==> config.mk <==
export PLATFORM = sky130hd
export DESIGN_NAME = mem_arbiter_flat
export DESIGN_NICKNAME = d
export VERILOG_FILES = /design/src/rtl/mem_arbiter_if.sv /design/src/rtl/mem_arbiter.sv /design/src/flat_wrapper.sv
export SDC_FILE = /design/constraint.sdc
export NUM_CORES = 1
export LEC_CHECK = 0
export CORE_MARGIN = 2
export CORE_UTILIZATION = 45
export DETAILED_ROUTE_END_ITERATION = 12
export PLACE_DENSITY = 0.78
export SLEW_MARGIN = 20
export SYNTH_ARGS = -nofsm -noshare
export SYNTH_HDL_FRONTEND = slang
export SYNTH_SLANG_ARGS = --single-unit
==> constraint.sdc <==
create_clock -name clk -period 5.2 [get_ports clk]
set_input_delay 1.04 -clock clk [delete_from_list [all_inputs] [get_ports clk]]
set_output_delay 1.04 -clock clk [all_outputs]
set_load 0.01 [all_outputs]
==> src/rtl/mem_arbiter_if.sv <==
// Bus bundle between the core (fetch + load/store units), the arbiter
// and the single-port block RAM. The slave modport is the arbiter's view;
// the master modport is the view of everything around it.
interface mem_arbiter_if #(
  parameter int ADDR_W = 13
);
  // fetch port
  logic              i_req;
  logic [ADDR_W-1:0] i_addr;
  logic [31:0]       i_rdata;
  logic              i_done;
  // data load/store port
  logic              d_req;
  logic              d_we;
  logic [ADDR_W-1:0] d_addr;
  logic [31:0]       d_wdata;
  logic [3:0]        d_wstrb;
  logic [31:0]       d_rdata;
  logic              d_done;
  // RAM side
  logic              m_rd_en;
  logic [ADDR_W-1:0] m_addr;
  logic [31:0]       m_rd_data;
  logic              m_rd_valid;
  logic              m_wr_en;
  logic [31:0]       m_wr_data;

  modport slave (
    input  i_req, i_addr, d_req, d_we, d_addr, d_wdata, d_wstrb,
    input  m_rd_data, m_rd_valid,
    output i_rdata, i_done, d_rdata, d_done,
    output m_rd_en, m_addr, m_wr_en, m_wr_data
  );

  modport master (
    output i_req, i_addr, d_req, d_we, d_addr, d_wdata, d_wstrb,
    output m_rd_data, m_rd_valid,
    input  i_rdata, i_done, d_rdata, d_done,
    input  m_rd_en, m_addr, m_wr_en, m_wr_data
  );
endinterface

==> src/rtl/mem_arbiter.sv <==
// Two-port round-robin arbiter and access sequencer for a single-port
// 2048x32 block RAM. Byte-strobed stores become read-modify-write
// sequences because the RAM only writes whole words. All outputs are
// registered.
module mem_arbiter #(
  parameter int ADDR_W = 13,
  parameter int DATA_W = 32
) (
  input  logic          clk,
  input  logic          rst_n,
  mem_arbiter_if.slave  bus
);

  localparam int LANES = DATA_W / 8;

  typedef enum logic [2:0] {
    ST_IDLE     = 3'd0,
    ST_RD       = 3'd1,
    ST_RD_WAIT  = 3'd2,
    ST_WR       = 3'd3,
    ST_RMW_RD   = 3'd4,
    ST_RMW_WAIT = 3'd5,
    ST_RMW_WR   = 3'd6,
    ST_DONE     = 3'd7
  } state_t;

  state_t            state_r;
  logic              last_d_r;   // 1: most recent grant went to the data port
  logic              gnt_d_r;    // 1: access in flight belongs to the data port
  logic [LANES-1:0]  wstrb_r;
  logic [DATA_W-1:0] wdata_r;

  logic              i_done_r;
  logic              d_done_r;
  logic [DATA_W-1:0] i_rdata_r;
  logic [DATA_W-1:0] d_rdata_r;
  logic              m_rd_en_r;
  logic              m_wr_en_r;
  logic [ADDR_W-1:0] m_addr_r;
  logic [DATA_W-1:0] m_wr_data_r;

  logic              grant_i_s;
  logic              grant_d_s;

  // Per-lane merge of store data over the word read back from RAM.
  function automatic logic [DATA_W-1:0] merge_lanes(
    input logic [DATA_W-1:0] old_word,
    input logic [DATA_W-1:0] new_word,
    input logic [LANES-1:0]  strb
  );
    logic [DATA_W-1:0] res;
    res = old_word;
    for (int n = 0; n < LANES; n++) begin
      if (strb[n]) begin
        res[8*n +: 8] = new_word[8*n +: 8];
      end else begin
        res[8*n +: 8] = old_word[8*n +: 8];
      end
    end
    return res;
  endfunction

  // Round-robin grant decision, only meaningful while idle.
  always_comb begin
    grant_i_s = 1'b0;
    grant_d_s = 1'b0;
    if (state_r == ST_IDLE) begin
      grant_d_s = bus.d_req && (!bus.i_req || !last_d_r);
      grant_i_s = bus.i_req && !grant_d_s;
    end else begin
      grant_i_s = 1'b0;
      grant_d_s = 1'b0;
    end
  end

  // Access sequencer: grant, RAM handshake, RMW merge and done pulses.
  always_ff @(posedge clk or negedge rst_n) begin
    if (!rst_n) begin
      state_r     <= ST_IDLE;
      last_d_r    <= 1'b1;
      gnt_d_r     <= 1'b0;
      wstrb_r     <= {LANES{1'b0}};
      wdata_r     <= {DATA_W{1'b0}};
      i_done_r    <= 1'b0;
      d_done_r    <= 1'b0;
      i_rdata_r   <= {DATA_W{1'b0}};
      d_rdata_r   <= {DATA_W{1'b0}};
      m_rd_en_r   <= 1'b0;
      m_wr_en_r   <= 1'b0;
      m_addr_r    <= {ADDR_W{1'b0}};
      m_wr_data_r <= {DATA_W{1'b0}};
    end else begin
      case (state_r)
        ST_IDLE: begin
          if (grant_i_s) begin
            last_d_r  <= 1'b0;
            gnt_d_r   <= 1'b0;
            m_addr_r  <= bus.i_addr;
            m_rd_en_r <= 1'b1;
            state_r   <= ST_RD;
          end else if (grant_d_s) begin
            last_d_r <= 1'b1;
            gnt_d_r  <= 1'b1;
            m_addr_r <= bus.d_addr;
            wdata_r  <= bus.d_wdata;
            wstrb_r  <= bus.d_wstrb;
            if (!bus.d_we) begin
              m_rd_en_r <= 1'b1;
              state_r   <= ST_RD;
            end else if (bus.d_wstrb == {LANES{1'b1}}) begin
              m_wr_en_r   <= 1'b1;
              m_wr_data_r <= bus.d_wdata;
              state_r     <= ST_WR;
            end else if (bus.d_wstrb == {LANES{1'b0}}) begin
              // nothing to write: complete without touching the RAM
              d_done_r <= 1'b1;
              state_r  <= ST_DONE;
            end else begin
              m_rd_en_r <= 1'b1;
              state_r   <= ST_RMW_RD;
            end
          end else begin
            state_r <= ST_IDLE;
          end
        end
        ST_RD: begin
          m_rd_en_r <= 1'b0;
          state_r   <= ST_RD_WAIT;
        end
        ST_RD_WAIT: begin
          if (bus.m_rd_valid) begin
            if (gnt_d_r) begin
              d_rdata_r <= bus.m_rd_data;
              d_done_r  <= 1'b1;
            end else begin
              i_rdata_r <= bus.m_rd_data;
              i_done_r  <= 1'b1;
            end
            state_r <= ST_DONE;
          end else begin
            state_r <= ST_RD_WAIT;
          end
        end
        ST_WR: begin
          m_wr_en_r <= 1'b0;
          d_done_r  <= 1'b1;
          state_r   <= ST_DONE;
        end
        ST_RMW_RD: begin
          m_rd_en_r <= 1'b0;
          state_r   <= ST_RMW_WAIT;
        end
        ST_RMW_WAIT: begin
          if (bus.m_rd_valid) begin
            m_wr_data_r <= merge_lanes(bus.m_rd_data, wdata_r, wstrb_r);
            m_wr_en_r   <= 1'b1;
            state_r     <= ST_RMW_WR;
          end else begin
            state_r <= ST_RMW_WAIT;
          end
        end
        ST_RMW_WR: begin
          m_wr_en_r <= 1'b0;
          d_done_r  <= 1'b1;
          state_r   <= ST_DONE;
        end
        ST_DONE: begin
          // requesters react to done this cycle; next grant is next cycle
          i_done_r <= 1'b0;
          d_done_r <= 1'b0;
          state_r  <= ST_IDLE;
        end
        default: begin
          i_done_r  <= 1'b0;
          d_done_r  <= 1'b0;
          m_rd_en_r <= 1'b0;
          m_wr_en_r <= 1'b0;
          state_r   <= ST_IDLE;
        end
      endcase
    end
  end

  assign bus.i_done    = i_done_r;
  assign bus.d_done    = d_done_r;
  assign bus.i_rdata   = i_rdata_r;
  assign bus.d_rdata   = d_rdata_r;
  assign bus.m_rd_en   = m_rd_en_r;
  assign bus.m_wr_en   = m_wr_en_r;
  assign bus.m_addr    = m_addr_r;
  assign bus.m_wr_data = m_wr_data_r;

endmodule

==> src/flat_wrapper.sv <==
// flat-port wrapper written by rule: the top's interface ports become plain ports
module mem_arbiter_flat 
#(
  parameter int ADDR_W = 13,
  parameter int DATA_W = 32
)
  (clk, rst_n, bus_i_req, bus_i_addr, bus_d_req, bus_d_we, bus_d_addr, bus_d_wdata, bus_d_wstrb, bus_m_rd_data, bus_m_rd_valid, bus_i_rdata, bus_i_done, bus_d_rdata, bus_d_done, bus_m_rd_en, bus_m_addr, bus_m_wr_en, bus_m_wr_data);
  mem_arbiter_if #(.ADDR_W(ADDR_W)) bus_i ();
  input  logic clk;
  input  logic rst_n;
  input wire logic [$bits(bus_i.i_req)-1:0] bus_i_req;
  input wire logic [$bits(bus_i.i_addr)-1:0] bus_i_addr;
  input wire logic [$bits(bus_i.d_req)-1:0] bus_d_req;
  input wire logic [$bits(bus_i.d_we)-1:0] bus_d_we;
  input wire logic [$bits(bus_i.d_addr)-1:0] bus_d_addr;
  input wire logic [$bits(bus_i.d_wdata)-1:0] bus_d_wdata;
  input wire logic [$bits(bus_i.d_wstrb)-1:0] bus_d_wstrb;
  input wire logic [$bits(bus_i.m_rd_data)-1:0] bus_m_rd_data;
  input wire logic [$bits(bus_i.m_rd_valid)-1:0] bus_m_rd_valid;
  output wire logic [$bits(bus_i.i_rdata)-1:0] bus_i_rdata;
  output wire logic [$bits(bus_i.i_done)-1:0] bus_i_done;
  output wire logic [$bits(bus_i.d_rdata)-1:0] bus_d_rdata;
  output wire logic [$bits(bus_i.d_done)-1:0] bus_d_done;
  output wire logic [$bits(bus_i.m_rd_en)-1:0] bus_m_rd_en;
  output wire logic [$bits(bus_i.m_addr)-1:0] bus_m_addr;
  output wire logic [$bits(bus_i.m_wr_en)-1:0] bus_m_wr_en;
  output wire logic [$bits(bus_i.m_wr_data)-1:0] bus_m_wr_data;
  assign bus_i.i_req = bus_i_req;
  assign bus_i.i_addr = bus_i_addr;
  assign bus_i.d_req = bus_d_req;
  assign bus_i.d_we = bus_d_we;
  assign bus_i.d_addr = bus_d_addr;
  assign bus_i.d_wdata = bus_d_wdata;
  assign bus_i.d_wstrb = bus_d_wstrb;
  assign bus_i.m_rd_data = bus_m_rd_data;
  assign bus_i.m_rd_valid = bus_m_rd_valid;
  assign bus_i_rdata = bus_i.i_rdata;
  assign bus_i_done = bus_i.i_done;
  assign bus_d_rdata = bus_i.d_rdata;
  assign bus_d_done = bus_i.d_done;
  assign bus_m_rd_en = bus_i.m_rd_en;
  assign bus_m_addr = bus_i.m_addr;
  assign bus_m_wr_en = bus_i.m_wr_en;
  assign bus_m_wr_data = bus_i.m_wr_data;
  mem_arbiter #(.ADDR_W(ADDR_W), .DATA_W(DATA_W)) u_core (.clk(clk), .rst_n(rst_n), .bus(bus_i));
endmodule
==> results.py <==
metrics = {
    "outcome": {
        "status": "finished clean",
    },
    "cells_and_area": {
        "drive_above_1_share": 0.2215,
        "fin_area_um2": 9741,
        "antenna_cells": 0,
        "nets": 850,
        "final_cell_mix": "211 x clkdlybuf4s50_1, 153 x dfrtp_1, 100 x mux2_2",
        "multi_input_area_um2": 2715,
        "seq_area_um2": 3855,
        "fill_cells": 1127,
        "area_delta_synth_final_pct": 42.11,
        "final_common_cell": "clkdlybuf4s50_1",
    },
    "clock_network": {
        "numClockSinks": 154,
        "root_buffer": "clkbuf_16",
        "cts-buffers-inserted": 17,
        "h-tree-depth": 4,
        "cts_post_setup_buffers_inserted": 0,
        "clock_latency_ns": 0.42,
        "clk_pin_slew_ns": 0.07,
        "holdBufCountCts": 0,
        "cts.repair.resized": 0,
        "clk_path_buf_depth": 2,
        "cts_tree": "yes",
    },
    "die": {
        "ios": 213,
        "core_region_area_um2": 15030,
        "die-area_um2": 16230,
        "die_w_um": 127.4,
        "placementRows": 45,
        "initial_core_util": 0.4559,
        "die_h_um": 127.4,
    },
    "pwr": {
        "vdd_drop_max_v": 0.0003044,
        "cellPowerDensity_nw_per_um2": 608.6,
        "p_clk_frac": 0.219,
        "comb_power_share": 0.406,
        "power_switching_uw": 1902,
        "seqPwrFrac": 0.375,
        "p_leak_uw": 0.004252,
        "sw_frac_of_total": 0.3208,
        "p_int_uw": 4026,
    },
    "placement": {
        "numPortBuffers": 212,
        "place_congestion": 0.9537,
        "hpwl_um": 12420,
        "place_area_um2": 9097,
    },
    "drt": {
        "vias_per_cell": 5.249,
        "drt_iter0_drc": 297,
        "vias": 4992,
        "antenna_left": 0,
        "firstDrtPassIters": 5,
        "wirelength_um": 17750,
        "avgRoutedWirePerCell_um": 18.66,
        "drc": 0,
    },
    "synthesis": {
        "synth_area_per_cell_um2": 12.58,
        "ys_seq_area_frac": 0.5624,
        "synth_nets": 645,
        "yosys.area_share.adder": 0,
        "synth_xor_area_frac": 0,
        "muxShareOfSynthArea": 0.2578,
        "yosys.area_share.simple": 0.05805,
        "syn_inst": 545,
        "yosysWarnings": 0,
        "synth_top_family_by_area": "multiplexers",
        "netlist_area_um2": 6854,
        "synth_compound_area_frac": 0.07777,
        "synthDistinctLibCells": 40,
        "ys_seq_elements": 154,
    },
    "critical_path": {
        "critPathKind": "in2reg",
        "crit_start": "bus_d_req",
        "crit_path_end_kind": "flop",
        "cp.arrival_ns": 3.43,
        "r2r-start": "u_core.state_r[1]$_DFF_PN0_",
        "worstSetupStartpointType": "input port",
        "required_ns": 5.53,
        "path_max_fanout": 21,
    },
    "timing": {
        "report.final.slew_viol_count": 0,
        "rsz0062_at_grt": "no",
        "timing.fmax_ghz": 0.3225,
        "finClkSkew_ns": 0.01150,
        "hold_viol_final": 0,
        "slew_headroom": 0.2945,
        "worstMarginPinSlew_ns": 1.056,
        "setup_tns_ns": 0,
        "finalHoldWorstSlack_ns": 0.4756,
        "period_needed_ns": 3.101,
        "setup_violations": 0,
        "min_period_over_period": 0.5964,
    },
    "hold_path": {
        "worstHoldStart": "u_core.last_d_r$_DFFE_PN1P_",
        "min_path_type": "reg2reg",
    },
    "grt": {
        "grt_antenna_before_repair": 0,
        "grt_use_total": 0.2249,
        "grt_pass1_wl_um": 28420,
        "grt_pass1_vias": 5553,
        "grt_max_degree": 112,
        "grt-ovfl-total": 0,
    },
    "run": {
        "cap_viol_max_count": 0,
    },
}
logic make-up (layout without fill, tap and decap cells):
group | count (synthesis) | in the layout
flip-flops | 154 | 154
AND/OR/NAND/NOR | 81 | 81
AO/OA/AOI/OAI | 80 | 80
multiplexers | 164 | 164
buffers and inverters | 66 | 284
per-stage QoR:
| stage | std cells | utilization | setup slack (ns) | total power, uW |
|---|---|---|---|---|
| 2_1_floorplan | 545 | - | 3.013 | 3379 |
| 3_3_place_gp | 918 | 0.6052 | 1.803 | 4524 |
| 3_5_place_dp | 918 | 0.6052 | 1.685 | 4640 |
| 4_1_cts | 950 | 0.6470 | 2.123 | 5975 |
| 5_1_grt | 951 | 0.6479 | 1.946 | 6253 |
| 6_report | 951 | 0.6479 | 2.099 | 5928 |
metal layers:
metal | vias up | track usage | part of all wire
met1 | 2500 | 0.2539 | 0.39
met4 | 0 | 0.09308 | 0.026
li1 | 2294 | - | -
met3 | 36 | 0.06281 | 0.063
met5 | - | 0 | 0
met2 | 162 | 0.4004 | 0.53
worst max-delay path: stages:
cell and delay, ns:
clkdlybuf4s50_1 0.59, and2b_1 0.25, o21ai_1 0.14, o21ai_4 0.78, buf_4 0.37, mux2i_1 0.24
final timing paths:
| check | slack, ns | cells past startpoint | to |
|---|---|---|---|
| max in group asynchronous | 3.33 | 2 | u_core.bus.i_rdata[8]$_DFFE_PN0P_ |
| min in group asynchronous | 0.70 | 1 | u_core.bus.m_addr[0]$_DFFE_PN0P_ |
| worst max-delay path | 2.10 | 6 | u_core.bus.m_wr_data[6]$_DFFE_PN0P_ |
| worst min register to register | 0.48 | 2 | u_core.last_d_r$_DFFE_PN1P_ |
| worst max register to register | 2.60 | 5 | u_core.bus.m_wr_data[6]$_DFFE_PN0P_ |
| worst min-delay path | 0.48 | 2 | u_core.last_d_r$_DFFE_PN1P_ |
synth_stat cells:
cell / count / area, um^2
dfrtp_1: 153 / 3829
mux2_2: 100 / 1126
mux2i_1: 64 / 640.6
a21oi_1: 50 / 250.2
nor2_1: 37 / 138.9
inv_1: 33 / 123.9
nand2_1: 14 / 52.55
clkbuf_1: 13 / 48.80
a2bb2oi_2: 10 / 150.1
buf_2: 10 / 50.05
nand2_2: 10 / 62.56
o21ai_0: 7 / 35.03
buf_4: 5 / 37.54
a2bb2oi_1: 4 / 35.03
buf_6: 3 / 33.78
a211oi_1: 2 / 15.01
a31oi_1: 2 / 12.51
buf_1: 2 / 7.510
nand3_1: 2 / 10.01
nand4_1: 2 / 12.51
nor2_2: 2 / 12.51
nor3_1: 2 / 10.01
and2_1: 1 / 6.260
and2b_1: 1 / 7.510
and3_1: 1 / 6.260
and4_1: 1 / 8.760
dfstp_2: 1 / 26.28
nand3b_1: 1 / 7.510
nor2_4: 1 / 11.26
nor2b_1: 1 / 6.260
nor3_2: 1 / 10.01
nor4_1: 1 / 6.260
o211ai_1: 1 / 7.510
o21a_1: 1 / 7.510
o21ai_1: 1 / 5.000
o21ai_2: 1 / 8.760
o22ai_1: 1 / 6.260
or2_4: 1 / 8.760
or3_1: 1 / 6.260
or4b_4: 1 / 13.76
sequential cells by signal, indices dropped and copies added (netlist names):
name / cells
u_core.wstrb_r: 4
u_core.bus.m_rd_en: 1
u_core.state_r: 3
u_core.bus.i_done: 1
u_core.bus.d_rdata: 32
u_core.bus.m_wr_data: 32
u_core.wdata_r: 32
u_core.gnt_d_r: 1
u_core.bus.d_done: 1
u_core.bus.m_wr_en: 1
u_core.bus.m_addr: 13
u_core.bus.i_rdata: 32
u_core.last_d_r: 1
power groups by stage:
stage                     registers (uW)  logic [uW]  clock network, uW
after floorplan                     2280        1100                  0
after global placement              2180        2340                  0
after detailed placement            2230        2410                  0
after CTS                           2220        2430               1320
after global routing                2290        2590               1370
final                               2220        2410               1300
layout make-up:
cell class | count | area share
tap | 188 | 0.02415
multi-input combinational | 325 | 0.2787
clock buffer | 20 | 0.04791
timing repair buffer | 219 | 0.2240
clock inverter | 12 | 0.01670
sequential | 154 | 0.3958
inverter | 33 | 0.01272
Note: power is estimated with default switching activity, not from simulation.
==> patch 1: new RTL, config.mk and constraints unchanged <==
`ADDR_W` is set to 13 in 3 places; all go to 12.
--- a/src/rtl/mem_arbiter_if.sv
+++ b/src/rtl/mem_arbiter_if.sv
@@ -2,7 +2,7 @@
 // and the single-port block RAM. The slave modport is the arbiter's view;
 // the master modport is the view of everything around it.
 interface mem_arbiter_if #(
-  parameter int ADDR_W = 13
+  parameter int ADDR_W = 12
 );
   // fetch port
   logic              i_req;
--- a/src/rtl/mem_arbiter.sv
+++ b/src/rtl/mem_arbiter.sv
@@ -3,7 +3,7 @@
 // sequences because the RAM only writes whole words. All outputs are
 // registered.
 module mem_arbiter #(
-  parameter int ADDR_W = 13,
+  parameter int ADDR_W = 12,
   parameter int DATA_W = 32
 ) (
   input  logic          clk,
--- a/src/flat_wrapper.sv
+++ b/src/flat_wrapper.sv
@@ -1,7 +1,7 @@
 // flat-port wrapper written by rule: the top's interface ports become plain ports
 module mem_arbiter_flat 
 #(
-  parameter int ADDR_W = 13,
+  parameter int ADDR_W = 12,
   parameter int DATA_W = 32
 )
   (clk, rst_n, bus_i_req, bus_i_addr, bus_d_req, bus_d_we, bus_d_addr, bus_d_wdata, bus_d_wstrb, bus_m_rd_data, bus_m_rd_valid, bus_i_rdata, bus_i_done, bus_d_rdata, bus_d_done, bus_m_rd_en, bus_m_addr, bus_m_wr_en, bus_m_wr_data);
Interface: changed (resized bus_d_addr, bus_i_addr and bus_m_addr); port bits go from 213 to 210. No check against the original RTL was run, so the function may have changed too.
==> patch 1 against the original RTL <==
- cell area is 1.6% lower
- critical path type unchanged
- synthesized area is 1.6% lower
- sequential cell count is 1 lower
- register-to-register slack worse by 0.02 ns
- non-clock buffer count is 4 lower
- die area is 1.5% lower
- routed wire length is 4.8% lower
- worst hold slack better by 0.027 ns
- count of clock-buffer cells in the layout is 2 lower
- critical path depth stayed put
- total power is 3.5% lower
- worst setup slack worse by 0.076 ns
==> patch 1: results (changes against the original RTL) <==
[synth]
ys_types = 39  ; -2.5%
ys_seq_area_frac = 0.568  ; +0.00537
avgSynthCellArea_um2 = 12.7  ; +0.82%
ys_top_cells_by_count = 152 x dfrtp_1, 100 x mux2_2, 76 x mux2i_1

[layout]
fill_cells = 1083  ; -3.9%
drive_gt1_frac = 0.193  ; -0.0282
final_cells = 934  ; -1.8%
nNetsFinal = 835  ; -1.8%

[run_status]
outcome = finished, final reports clean

[grt]
grt_pass1_wl_um = 27100  ; -4.5%
grt.met3_usage = 0.0763  ; +0.0135
grt_pass1_vias = 5134  ; -7.5%
grt_usage = 0.218  ; -0.00729
grt_max_degree = 85  ; -24%
grtUsageMet2 = 0.349  ; -0.0516

[power_and_ir_drop]
leakage_uw = 0.00426  ; about the same
p_seq_frac = 0.377  ; +0.002
p_sw_uw = 1840  ; -3.3%
power.total_uw = 5720  ; -3.5%
clockPowerShare = 0.230  ; +0.011

[timing]
period_needed_ns = 3.18  ; +0.0757 ns
finClkSkew_ns = 0.0125  ; +0.00103 ns
timing.hold.ws_ns = 0.502  ; +0.0267 ns
tightest_slew_ns = 1.03  ; -0.0292 ns

[setup_path]
crit_end = u_core.bus.m_wr_data[19]
rr_worst_depth = 4  ; -1
r2r_start = u_core.state_r[0]
critPathMaxFanout = 23  ; +9.5%
reg2reg_slack_ns = 2.58  ; -0.02 ns
cp_slowest_cell = a21oi_4
startpoint = bus_i_req
cp.arrival_ns = 3.52  ; +0.09 ns

[route]
vias = 4874  ; -2.4%
wl_met2_um = 8090  ; -13%
met3_length_um = 1420  ; +28%
first_iter_violations = 290  ; -2.4%

[placed_design]
dpl_worst_slack_ns = 1.55  ; -0.131 ns
port_buffers = 209  ; -1.4%
gp_congestion = 0.886  ; -7.2%
placed_cells = 901  ; -1.9%

==> patch 1: cell count changes after synthesis, moves of 7 or more <==
cell,delta
a2bb2oi_2,-10
clkbuf_1,-7
mux2i_1,+12
nand2_1,-7
nand2_2,-9
nor2_1,+10
==> patch 1: area by class of cell <==
cell class | instances | area [µm²] | area share
timing repair buffer | 215 | 2160 | 0.225
clock inverter | 14 | 196 | 0.0205
sequential | 153 | 3830 | 0.400
inverter | 35 | 131 | 0.0137
clock buffer | 18 | 439 | 0.0458
tap | 184 | 230 | 0.0240
multi-input combinational | 315 | 2600 | 0.271
==> patch 1: logic make-up (layout without fill, tap and decap cells) <==
group	after synthesis	after routing	synth area share
flip-flops	153	153	0.568
AO/OA/AOI/OAI	68	68	0.0579
multiplexers	176	176	0.280
XOR/XNOR	1	1	0.00130
buffers and inverters	64	282	0.0473
AND/OR/NAND/NOR	70	70	0.0460
==> patch 2: new RTL, config.mk and constraints unchanged <==
Without the edit above. Reset style: synchronous (`rst_n`), changed in one clocked block.
--- a/src/rtl/mem_arbiter.sv
+++ b/src/rtl/mem_arbiter.sv
@@ -74,7 +74,7 @@
   end
 
   // Access sequencer: grant, RAM handshake, RMW merge and done pulses.
-  always_ff @(posedge clk or negedge rst_n) begin
+  always_ff @(posedge clk) begin
     if (!rst_n) begin
       state_r     <= ST_IDLE;
       last_d_r    <= 1'b1;
Check against the original RTL: differs if rst_n is asserted again (counterexample within 4 cycles, from zero or initial values and one cycle with rst_n low); with rst_n held inactive, the same outputs for 4 cycles.
==> patch 2 against the original RTL <==
- cell area down 7.1%
- worst hold slack worse by 0.032 ns
- via count up 20%
- critical path depth down 1
- synthesized area down 8.1%
- critical endpoint is now u_core.bus.m_rd_en
- worst setup slack better by 0.35 ns
- sequential share of layout area down 5.5 points
- sequential cell count unchanged
- cell count up 20%
- routed wire length up 0.79%
Power is not compared: it rests on default switching activity, and its combinational part moved more than twofold at a synthesized area within 25%.
==> patch 2: results (changes against the original RTL) <==
[setup_path]
cp_slowest_cell = and2_2
critPathMaxFanout = 39  ; +86%
cp.arrival_ns = 3.10  ; -0.33 ns
rr_worst_depth = 6  ; +1
r2r_start = u_core.state_r[0]
reg2reg_slack_ns = 2.81  ; +0.21 ns
crit_end = u_core.bus.m_rd_en
critPathTopFamily = compound AO/OA/AOI/OAI gates

[synth]
ys_top_cells_by_count = 271 x nand2_1, 154 x dfxtp_1, 118 x a21oi_1
synth_compound_area_frac = 0.163  ; +0.0856
syn-num-nets = 874  ; +36%
synth-async-reset-ratio = 0  ; -1.00
synth_xor_area_frac = 0.00139  ; +0.00139
ys_types = 32  ; -20%

[timing]
timing.hold.ws_ns = 0.444  ; -0.0315 ns
finClkSkew_ns = 0.00905  ; -0.00245 ns

[route]
drt_wl_total_um = 17900  ; +0.79%
first_iter_violations = 426  ; +43%
firstDrtPassIters = 4  ; -1
met3_length_um = 1290  ; +16%
met1_length_um = 7670  ; +12%
wl_met2_um = 8550  ; -8.4%

[run_status]
outcome = finished, final reports clean

[grt]
grt_pass1_wl_um = 28100  ; -1.3%
grt_pass1_vias = 5633  ; +1.4%
grt_usage = 0.240  ; +0.0148
met1_usage = 0.291  ; +0.0374
grt_max_degree = 104  ; -7.1%

[hold_path]
min_from = u_core.bus.m_addr[3]
timing.hold.worst_endpoint = u_core.bus.m_addr[3]

[layout]
fill_cells = 1182  ; +4.9%

[placed_design]
post-dp-hpwl_um = 11400  ; -8.5%

-- patch 2: power by group through the flow --
| stage | Clock, µW | Sequential (µW) | Combinational, µW |
|---|---|---|---|
| floorplan | 0 | 1360 | 299 |
| global placement | 0 | 1360 | 557 |
| detailed placement | 0 | 1360 | 563 |
| CTS | 1280 | 1340 | 569 |
| global route | 1330 | 1350 | 622 |
| finish | 1260 | 1340 | 567 |
-- patch 2: metrics by stage --
stage / std cells / area, µm² / power (µW) / setup WS [ns]
after floorplan: 774 / 6300 / 1660 / 3.15
after global placement: 1111 / 8420 / 1920 / 2.01
after detailed placement: 1111 / 8420 / 1930 / 1.93
after CTS: 1143 / 9020 / 3190 / 2.38
after global routing: 1144 / 9050 / 3300 / 2.33
final: 1144 / 9050 / 3170 / 2.45
-- patch 2: final cells by class --
cell class	count	area share
clock buffers	18	0.0474
inverters	18	0.00760
well taps	180	0.0249
clock inverters	14	0.0191
repair buffers	221	0.243
multi-input cells	539	0.317
flip-flops and latches	154	0.341
